`config.mk`:
```
export PLATFORM = sky130hd
export DESIGN_NAME = factorial_seq_flat
export DESIGN_NICKNAME = d
export VERILOG_FILES = /design/src/rtl/factorial_seq_if.sv /design/src/rtl/factorial_seq.sv /design/src/flat_wrapper.sv
export SDC_FILE = /design/constraint.sdc
export NUM_CORES = 1
export LEC_CHECK = 0
export ABC_AREA = 1
export CORE_MARGIN = 8
export CORE_UTILIZATION = 43
export DETAILED_ROUTE_END_ITERATION = 8
export SYNTH_ARGS = -nofsm -noshare
export SYNTH_HDL_FRONTEND = slang
export SYNTH_SLANG_ARGS = --single-unit
export TNS_END_PERCENT = 10
```
`constraint.sdc`:
```
create_clock -name clk -period 8.3 [get_ports clk]
set_input_delay 1.245 -clock clk [delete_from_list [all_inputs] [get_ports clk]]
set_output_delay 1.245 -clock clk [all_outputs]
set_load 0.05 [all_outputs]
```
`src/rtl/factorial_seq_if.sv`:
```
// Handshake/result bundle between the factorial sequencer and its neighbours.
// The upstream stage drives start/n_in; the sequencer drives the status and the result.
interface factorial_seq_if #(
    parameter int N_W   = 4,
    parameter int RES_W = 64
);
    logic             start;
    logic [N_W-1:0]   n_in;
    logic             busy;
    logic             done;
    logic [RES_W-1:0] result;
    logic             overflow;

    modport master (
        output start, n_in,
        input  busy, done, result, overflow
    );

    modport slave (
        input  start, n_in,
        output busy, done, result, overflow
    );
endinterface

```
`src/rtl/factorial_seq.sv`:
```
// Iterative N! sequencer. Each factor is applied with a shift-add multiplier
// that consumes one multiplier bit per clock; the result is presented with a one-cycle done pulse.
module factorial_seq #(
    parameter int N_W   = 4,
    parameter int RES_W = 64
) (
    input  logic            clk,
    input  logic            reset,
    factorial_seq_if.slave  bus
);
    localparam int P_W = RES_W + N_W;
    localparam int B_W = (N_W > 1) ? $clog2(N_W) : 1;

    typedef enum logic [1:0] {
        S_IDLE = 2'd0,
        S_MUL  = 2'd1,
        S_DONE = 2'd2
    } state_e;

    state_e           state_q;
    logic [N_W-1:0]   cnt_q;
    logic [B_W-1:0]   bit_q;
    logic [RES_W-1:0] acc_q;
    logic [P_W-1:0]   p_q;
    logic [RES_W-1:0] result_q;
    logic             overflow_q;

    logic [P_W-1:0]   p_d;
    logic             last_bit_s;

    // Partial product including the current multiplier bit.
    always_comb begin
        p_d        = p_q;
        last_bit_s = (bit_q == B_W'(N_W - 1));
        if (cnt_q[bit_q]) begin
            p_d = p_q + ({{N_W{1'b0}}, acc_q} << bit_q);
        end else begin
            p_d = p_q;
        end
    end

    // Sequencer state, datapath registers and the held result.
    always_ff @(posedge clk) begin
        if (reset) begin
            state_q    <= S_IDLE;
            cnt_q      <= '0;
            bit_q      <= '0;
            acc_q      <= '0;
            p_q        <= '0;
            result_q   <= '0;
            overflow_q <= 1'b0;
        end else begin
            case (state_q)
                S_IDLE: begin
                    if (bus.start) begin
                        cnt_q      <= bus.n_in;
                        acc_q      <= RES_W'(1);
                        overflow_q <= 1'b0;
                        p_q        <= '0;
                        bit_q      <= '0;
                        if (bus.n_in <= N_W'(1)) begin
                            result_q <= RES_W'(1);
                            state_q  <= S_DONE;
                        end else begin
                            state_q  <= S_MUL;
                        end
                    end
                end
                S_MUL: begin
                    if (last_bit_s) begin
                        // Truncate to RES_W; anything above is remembered as overflow.
                        acc_q      <= p_d[RES_W-1:0];
                        overflow_q <= overflow_q | (|p_d[P_W-1:RES_W]);
                        cnt_q      <= cnt_q - N_W'(1);
                        p_q        <= '0;
                        bit_q      <= '0;
                        if (cnt_q == N_W'(2)) begin
                            result_q <= p_d[RES_W-1:0];
                            state_q  <= S_DONE;
                        end
                    end else begin
                        p_q   <= p_d;
                        bit_q <= bit_q + B_W'(1);
                    end
                end
                S_DONE: begin
                    state_q <= S_IDLE;
                end
                default: begin
                    state_q <= S_IDLE;
                end
            endcase
        end
    end

    assign bus.busy     = (state_q != S_IDLE);
    assign bus.done     = (state_q == S_DONE);
    assign bus.result   = result_q;
    assign bus.overflow = overflow_q;
endmodule

```
`src/flat_wrapper.sv`:
```
// flat-port wrapper written by rule: the top's interface ports become plain ports
module factorial_seq_flat 
#(
    parameter int N_W   = 4,
    parameter int RES_W = 64
)
  (clk, reset, bus_start, bus_n_in, bus_busy, bus_done, bus_result, bus_overflow);
  factorial_seq_if #(.N_W(N_W), .RES_W(RES_W)) bus_i ();
  input  logic clk;
  input  logic reset;
  input wire logic [$bits(bus_i.start)-1:0] bus_start;
  input wire logic [$bits(bus_i.n_in)-1:0] bus_n_in;
  output wire logic [$bits(bus_i.busy)-1:0] bus_busy;
  output wire logic [$bits(bus_i.done)-1:0] bus_done;
  output wire logic [$bits(bus_i.result)-1:0] bus_result;
  output wire logic [$bits(bus_i.overflow)-1:0] bus_overflow;
  assign bus_i.start = bus_start;
  assign bus_i.n_in = bus_n_in;
  assign bus_busy = bus_i.busy;
  assign bus_done = bus_i.done;
  assign bus_result = bus_i.result;
  assign bus_overflow = bus_i.overflow;
  factorial_seq #(.N_W(N_W), .RES_W(RES_W)) u_core (.clk(clk), .reset(reset), .bus(bus_i));
endmodule
```
# ---- Word-level counts from Yosys, hierarchy flattened
# Cells that the tools add are included.
# Widths: inputs -> output; s select.
dict set report totals {
  regBits 205
  latchBits 0
  mem_bits_rw 0
  romBits 0
  in_bits 7
  out_inout_bits 67
  elab_cells 58
  memories 0
}
dict set report classes {
  add_sub_neg 3
  multipliers 0
  n_div 0
  order_cmp 2
  eq_ne 8
  shift 1
  muxes 28
  n_bitwise 1
  reduce_logical 8
}
# operator n
set op_table {}
lappend op_table {{$mux 64} 6}
lappend op_table {{$pmux 64 s2} 2}
lappend op_table {{$mux 68} 3}
lappend op_table {{$pmux 68 s2} 1}
lappend op_table {{$add 68x68->68} 1}
lappend op_table {{$shl 64x2->68} 1}
lappend op_table {{$mux 2} 6}
lappend op_table {{$mux 4} 2}
lappend op_table {{$pmux 2 s2} 2}
lappend op_table {{$pmux 4 s2} 1}
lappend op_table {{$ne 2x1->1 const B} 3}
lappend op_table {{$reduce_and 3->1} 2}
lappend op_table {{$reduce_and 5->1} 1}
lappend op_table {{$eq 2x2->1 const B} 2}
lappend op_table {{$eq 4x2->1 const B} 1}
lappend op_table {{$le 4x1->1 const B} 1}
lappend op_table {{$reduce_bool 2->1} 2}
lappend op_table {{$reduce_or 4->1} 1}
lappend op_table {{$sub 4x1->4 const B} 1}
lappend op_table {{$lt 2x3->1 const B} 1}
lappend op_table {{$mux 1} 3}
lappend op_table {{$add 2x1->2 const B} 1}
lappend op_table {{$bmux 1 s2} 1}
lappend op_table {{$eq 2x1->1 const B} 1}
lappend op_table {{other kinds (5)} 5}

# ---- Depth between registers and ports, before layout
dict set report logic_depth {
  depth_word 7
  ltp_mapped 26
  mapped_depth_nobuf 24
}

# ---- Worst setup path after synthesis
# Ideal clock, no wire load.
dict set report synth_path {
  path_kind {register to register}
  start {reg u_core.bit_q[1]}
  end {reg u_core.p_q[56]}
  setup_ps 134
  t_arrival_ps 2871
  required_time_ps 8166
  slack_ps 5295
  path_stages_with_launch 18
  n_path_buf 2
  synth_period_minus_slack_ps 3005
  cell_sequence {dfxtp_1 -> clkbuf_1 -> buf_1 -> mux2i_1 -> ha_1 -> a21o_1 -> a21oi_1 -> nand2_1 -> a21oi_1 -> nand2_2 -> nand2_1 -> nand3_2 -> nand2_1 -> nand3b_1 -> nand2_1 -> nand2_1 -> nand3_1 -> a21oi_1}
}
dict set report synth_between {
  elab_chain_len 5
  word_cells_on_any_way 8
  cone_classes {add/sub: 1; eq/ne: 1; shift: 1; mux: 5}
}
# item line_no
set synth_rtl {}
lappend synth_rtl {{start, declared} factorial_seq.sv:22} ;# logic [B_W-1:0] bit_q;
lappend synth_rtl {{start signal, assigned} factorial_seq.sv:83} ;# bit_q <= bit_q + B_W'(1);
lappend synth_rtl {{$shl 64x2->68 or $bmux 1 s2 (tied branches)} {factorial_seq.sv:36, factorial_seq.sv:35}}
lappend synth_rtl {{$add 68x68->68 or $mux 1 (tied branches)} {factorial_seq.sv:36, factorial_seq.sv:35}}
lappend synth_rtl {{$mux 68} factorial_seq.sv:35} ;# if (cnt_q[bit_q]) begin
lappend synth_rtl {{$mux 68 (*)} factorial_seq.sv:70} ;# if (last_bit_s) begin
lappend synth_rtl {{$pmux 68 s2 (*)} factorial_seq.sv:53} ;# case (state_q)
lappend synth_rtl {{end signal, assigned} factorial_seq.sv:82} ;# p_q <= p_d;
lappend synth_rtl {{end, declared} factorial_seq.sv:24} ;# logic [P_W-1:0] p_q;
# Mark *: on every way between the ends. The rest lies on a longest branch, timed or not. The select of a mux whose other input is x is not followed.
# A chain may end at the register's enable or synchronous reset.

# ---- Final worst setup path
dict set report layout_path {
  start {reg u_core.bit_q[0]}
  end {reg u_core.acc_q[55]}
}
dict set report layout_between {
  elab_chain_len 5
  word_cells_on_any_way 10
  cone_classes {add/sub: 1; eq/ne: 2; shift: 1; mux: 5; reduce/logical: 1}
}
# item line_no
set layout_rtl {}
lappend layout_rtl {{$shl 64x2->68 or $bmux 1 s2 (tied branches)} {factorial_seq.sv:36, factorial_seq.sv:35}}
lappend layout_rtl {{$add 68x68->68 or $mux 1 (tied branches)} {factorial_seq.sv:36, factorial_seq.sv:35}}
lappend layout_rtl {{$mux 68} factorial_seq.sv:35}
lappend layout_rtl {{$mux 64} factorial_seq.sv:70}
lappend layout_rtl {{$pmux 64 s2} factorial_seq.sv:53}
lappend layout_rtl {{end signal, assigned} factorial_seq.sv:72} ;# acc_q <= p_d[RES_W-1:0];
lappend layout_rtl {{end, declared} factorial_seq.sv:23} ;# logic [RES_W-1:0] acc_q;
# Several ways; a longest one is shown, not always the timed one. The select of a mux whose other input is x is not followed.

==> metrics list <==
- Entering global routing, the biggest net connects 129 pins.
* Initial antenna violation count: 0
- For the final database, setup skew stands at 0.02228 ns.
* Unrepaired setup endpoints after global routing: no
- Clock latency reported for the late side of the worst-skew pair: 0.52 ns
- Placement Rows: 67
* Arrival time of data at the critical path endpoint: 4.79 ns
- The number of antenna diodes in the final layout is 0.
- At the pin with the least slew margin, the transition time is 1.121 ns.
- Setup violations remaining at the end of the flow were counted as 0.
- Before CTS, the worst setup slack after placement is 3.468 ns.
- Worst path setup slack after routing: 3.949 ns
- Number of distinct library cell variants in the gate-level netlist after synthesis: 53
* Wire length of the first global-routing pass: 71.41 mm
- Detailed-route wire length per cell: 16.40 µm
- Synthesis produced 2,206 cells.
- In this run the power density over the cells is 225.0 nW/µm².
* Total Wirelength: 43.80 mm
- Status: finished, final reports clean
* Fraction of the cycle the final worst path needs: 0.5242
- Number of warning messages in the yosys log: 0
- Worst endpoint required time: 8.74 ns
* Worst slew margin: 0.2524
* Post CTS Setup Buffer Count: 0
- Input and output buffers added on the ports amount to 73.
- Number of design-rule violations left by the first detailed-router iteration: 761
- In this run the number of H-tree levels came out at 1.
- The share of the Yosys chip area taken by registers is 0.2799.
- Dominant register cell in the synthesized netlist: dfxtp_1
* Worst Hold Margin: 0.4619 ns
* Post-detailed-route count of antenna-violating nets: 0
- CTS tree: done
* Kind of critical path: flip-flop to flip-flop
- Resized cells post-CTS: 0
- Reported max-cap violation count: 0
- In this run the standard cell core region covers 33,530 µm².
- DRC violation count after routing: 0
* Register bit count reported by yosys: 205
* Setup_tns: 0 ns
- STA classifies the critical path endpoint as a flip-flop.
- DP HPWL: 33.10 mm
- The max-slew violation count is 0.
- Boundary pin count: 74
- Clock tree synthesis inserted a total of 23 buffers.
* Routability Congestion: 0.9465
* Via-to-Cell Ratio: 5.346
- Based on the critical path, the design can be clocked at up to 229.9 MHz.
- Class of the most critical hold timing path: flip-flop to flip-flop
- Layout overhead on the synthesized area: 11.26%
- Across every metal layer, demand over resource in global routing totals 0.2077.
* CTS Hold Buffers Added: 0
- The number of global-route vias before repair came to 13,920.
* P_leak: 6.537 nW
- For the finished layout, the period the worst path requires is 4.351 ns.
- Count of vias placed by the detailed router: 14,280
- Num Clock Sinks: 205
* First-pass iteration count of the detailed router: 7
* Maximum resistive drop on vdd: 0.0001404 V
- STA classifies the critical path startpoint as a flip-flop.
* Global-route congestion overflow total: 0
* Number of synthesized flops with an enable pin: 0
- Clock transition at the registers of the reported paths: 0.06 ns
- Mean instance size in the synthesized netlist: 6.647 µm²
* Die Y: 200.7 µm
* Number of nets in the synthesized netlist: 2,284
- Final layout net count: 2,289
- Worst-path fanout max: 47
* Starting density of the core: 0.4373
- Final hold viol count: 0
- The clock passes through at most 3 buffers.
* Layout cells sized above 1: 0.07332
- Floorplan die area: 40,270 µm²
* Die W: 200.7 µm
* Async set-reset flop share out of synthesis: 0
- After synthesis the cells add up to 14,660 µm².
- Cell chosen for the clock root: clkbuf_16
-- per-stage QoR --
stage	instance area [µm²]	utilization	cells	total power, mW
2_1_floorplan	14660	-	2206	2.355
3_3_place_gp	15620	0.4659	2634	2.708
3_5_place_dp	15620	0.4659	2634	2.728
4_1_cts	16320	0.4866	2671	3.706
5_1_grt	16320	0.4866	2671	3.907
6_report	16320	0.4866	2671	3.671
-- critical path, cell delays in order (launching register included) --
cell and delay, ns:
dfxtp_4 0.73, buf_4 0.61, inv_1 0.21, a21oi_1 0.19
o21ai_1 0.08, nand2_1 0.49, clkinv_2 0.72, buf_4 0.54
nand3_1 0.32, nand3_1 0.18, a21oi_1 0.17
-- layer usage --
layer | vias up | share of wire | GRT usage
met2 | 213 | 0.47 | 0.3560
met5 | - | 0 | 0
met4 | 0 | 0.031 | 0.06597
met3 | 61 | 0.032 | 0.02663
li1 | 7398 | - | -
met1 | 6608 | 0.47 | 0.2672
-- area by class of cell --
| class | instances | area (µm²) |
|---|---|---|
| clock inverters | 5 | 31.28 |
| fillers | 3510 | 17220 |
| clock buffers | 32 | 660.6 |
| flip-flops and latches | 205 | 4111 |
| repair buffers | 84 | 808.3 |
| multi-input cells | 1682 | 9333 |
| inverters | 215 | 810.8 |
| well taps | 448 | 560.5 |
-- Yosys cell counts, types with 6 or more instances --
| master | count | share of area |
|---|---|---|
| clkbuf_1 | 64 | 0.016 |
| buf_2 | 22 | 0.0075 |
| or2_2 | 28 | 0.012 |
| inv_1 | 196 | 0.050 |
| nand3_1 | 110 | 0.038 |
| nand3b_1 | 8 | 0.0041 |
| dfxtp_1 | 205 | 0.28 |
| mux2i_1 | 117 | 0.080 |
| o21ai_1 | 17 | 0.0058 |
| inv_2 | 18 | 0.0046 |
| ha_1 | 70 | 0.060 |
| nor3_1 | 12 | 0.0041 |
| nand2_1 | 490 | 0.13 |
| a21oi_1 | 302 | 0.10 |
| buf_1 | 12 | 0.0031 |
| nor2_1 | 147 | 0.038 |
| o211ai_1 | 27 | 0.014 |
| nand2_2 | 20 | 0.0085 |
| o21bai_1 | 19 | 0.0097 |
| xnor2_1 | 15 | 0.0090 |
| o21ai_0 | 196 | 0.067 |
| a21o_1 | 9 | 0.0046 |
| nand4_1 | 6 | 0.0026 |
| nand3_2 | 17 | 0.012 |
| nor2_2 | 11 | 0.0047 |
-- report_power, final --
group / internal (mW) / switching, mW / total (mW) / leakage, nW
registers: 1.13 / 0.110 / 1.24 / 1.68
clock network: 0.551 / 0.412 / 0.963 / 0.339
logic: 0.483 / 0.984 / 1.47 / 4.52
total: 2.16 / 1.51 / 3.67 / 6.54
-- cell usage in the layout, fill, tap and decap left out, types with 3 or more instances in the layout --
master / count
a21oi_2: 5
nor2_1: 147
o21ai_2: 4
nand3_1: 110
inv_2: 16
mux2i_1: 117
xnor2_1: 15
nand3b_1: 8
nor3_1: 12
clkinv_2: 6
clkbuf_8: 3
nor4_1: 4
xor2_1: 4
nor3_2: 3
a21oi_1: 302
inv_1: 195
o21ai_1: 16
clkbuf_1: 5
and3_1: 3
o21ai_0: 196
nor2_2: 10
nor2_4: 5
or2_0: 5
buf_4: 11
clkdlybuf4s50_1: 72
or2_2: 28
dfxtp_1: 203
nand3_2: 17
a21boi_0: 3
clkbuf_16: 24
ha_1: 70
nand2_1: 490
nand2_2: 20
nand4_1: 6
a21o_1: 9
o21bai_1: 19
a31oi_1: 5
o211ai_1: 27
o21a_1: 4
-- registers in the layout, summed over array words and instances, names as in the netlist --
name                 flops
u_core.p_q              68
u_core.acc_q            64
u_core.bit_q             2
u_core.cnt_q             4
u_core.bus.result       64
u_core.state_q           2
u_core.bus.overflow      1
-- final timing paths --
path | from | end | slack (ns) | cells after the start
hold reg to reg | u_core.bus.overflow | u_core.bus.overflow | 0.46 | 2
setup reg to reg | u_core.bit_q[0] | u_core.acc_q[55] | 3.95 | 10
hold / removal | u_core.bus.overflow | u_core.bus.overflow | 0.46 | 2
setup / recovery | u_core.bit_q[0] | u_core.acc_q[55] | 3.95 | 10
-- cells by family (layout without fill, tap and decap cells) --
kind of cell | after synthesis | after routing | share of synthesized area
simple gates | 873 | 873 | 0.2610
compound gates | 602 | 602 | 0.2220
buf+inv | 319 | 336 | 0.08481
flops | 205 | 205 | 0.2799
mux | 117 | 117 | 0.07986
fa+ha+maj | 71 | 71 | 0.06109
xor+xnor | 19 | 19 | 0.01135
Power figures use the tool's default switching activity.
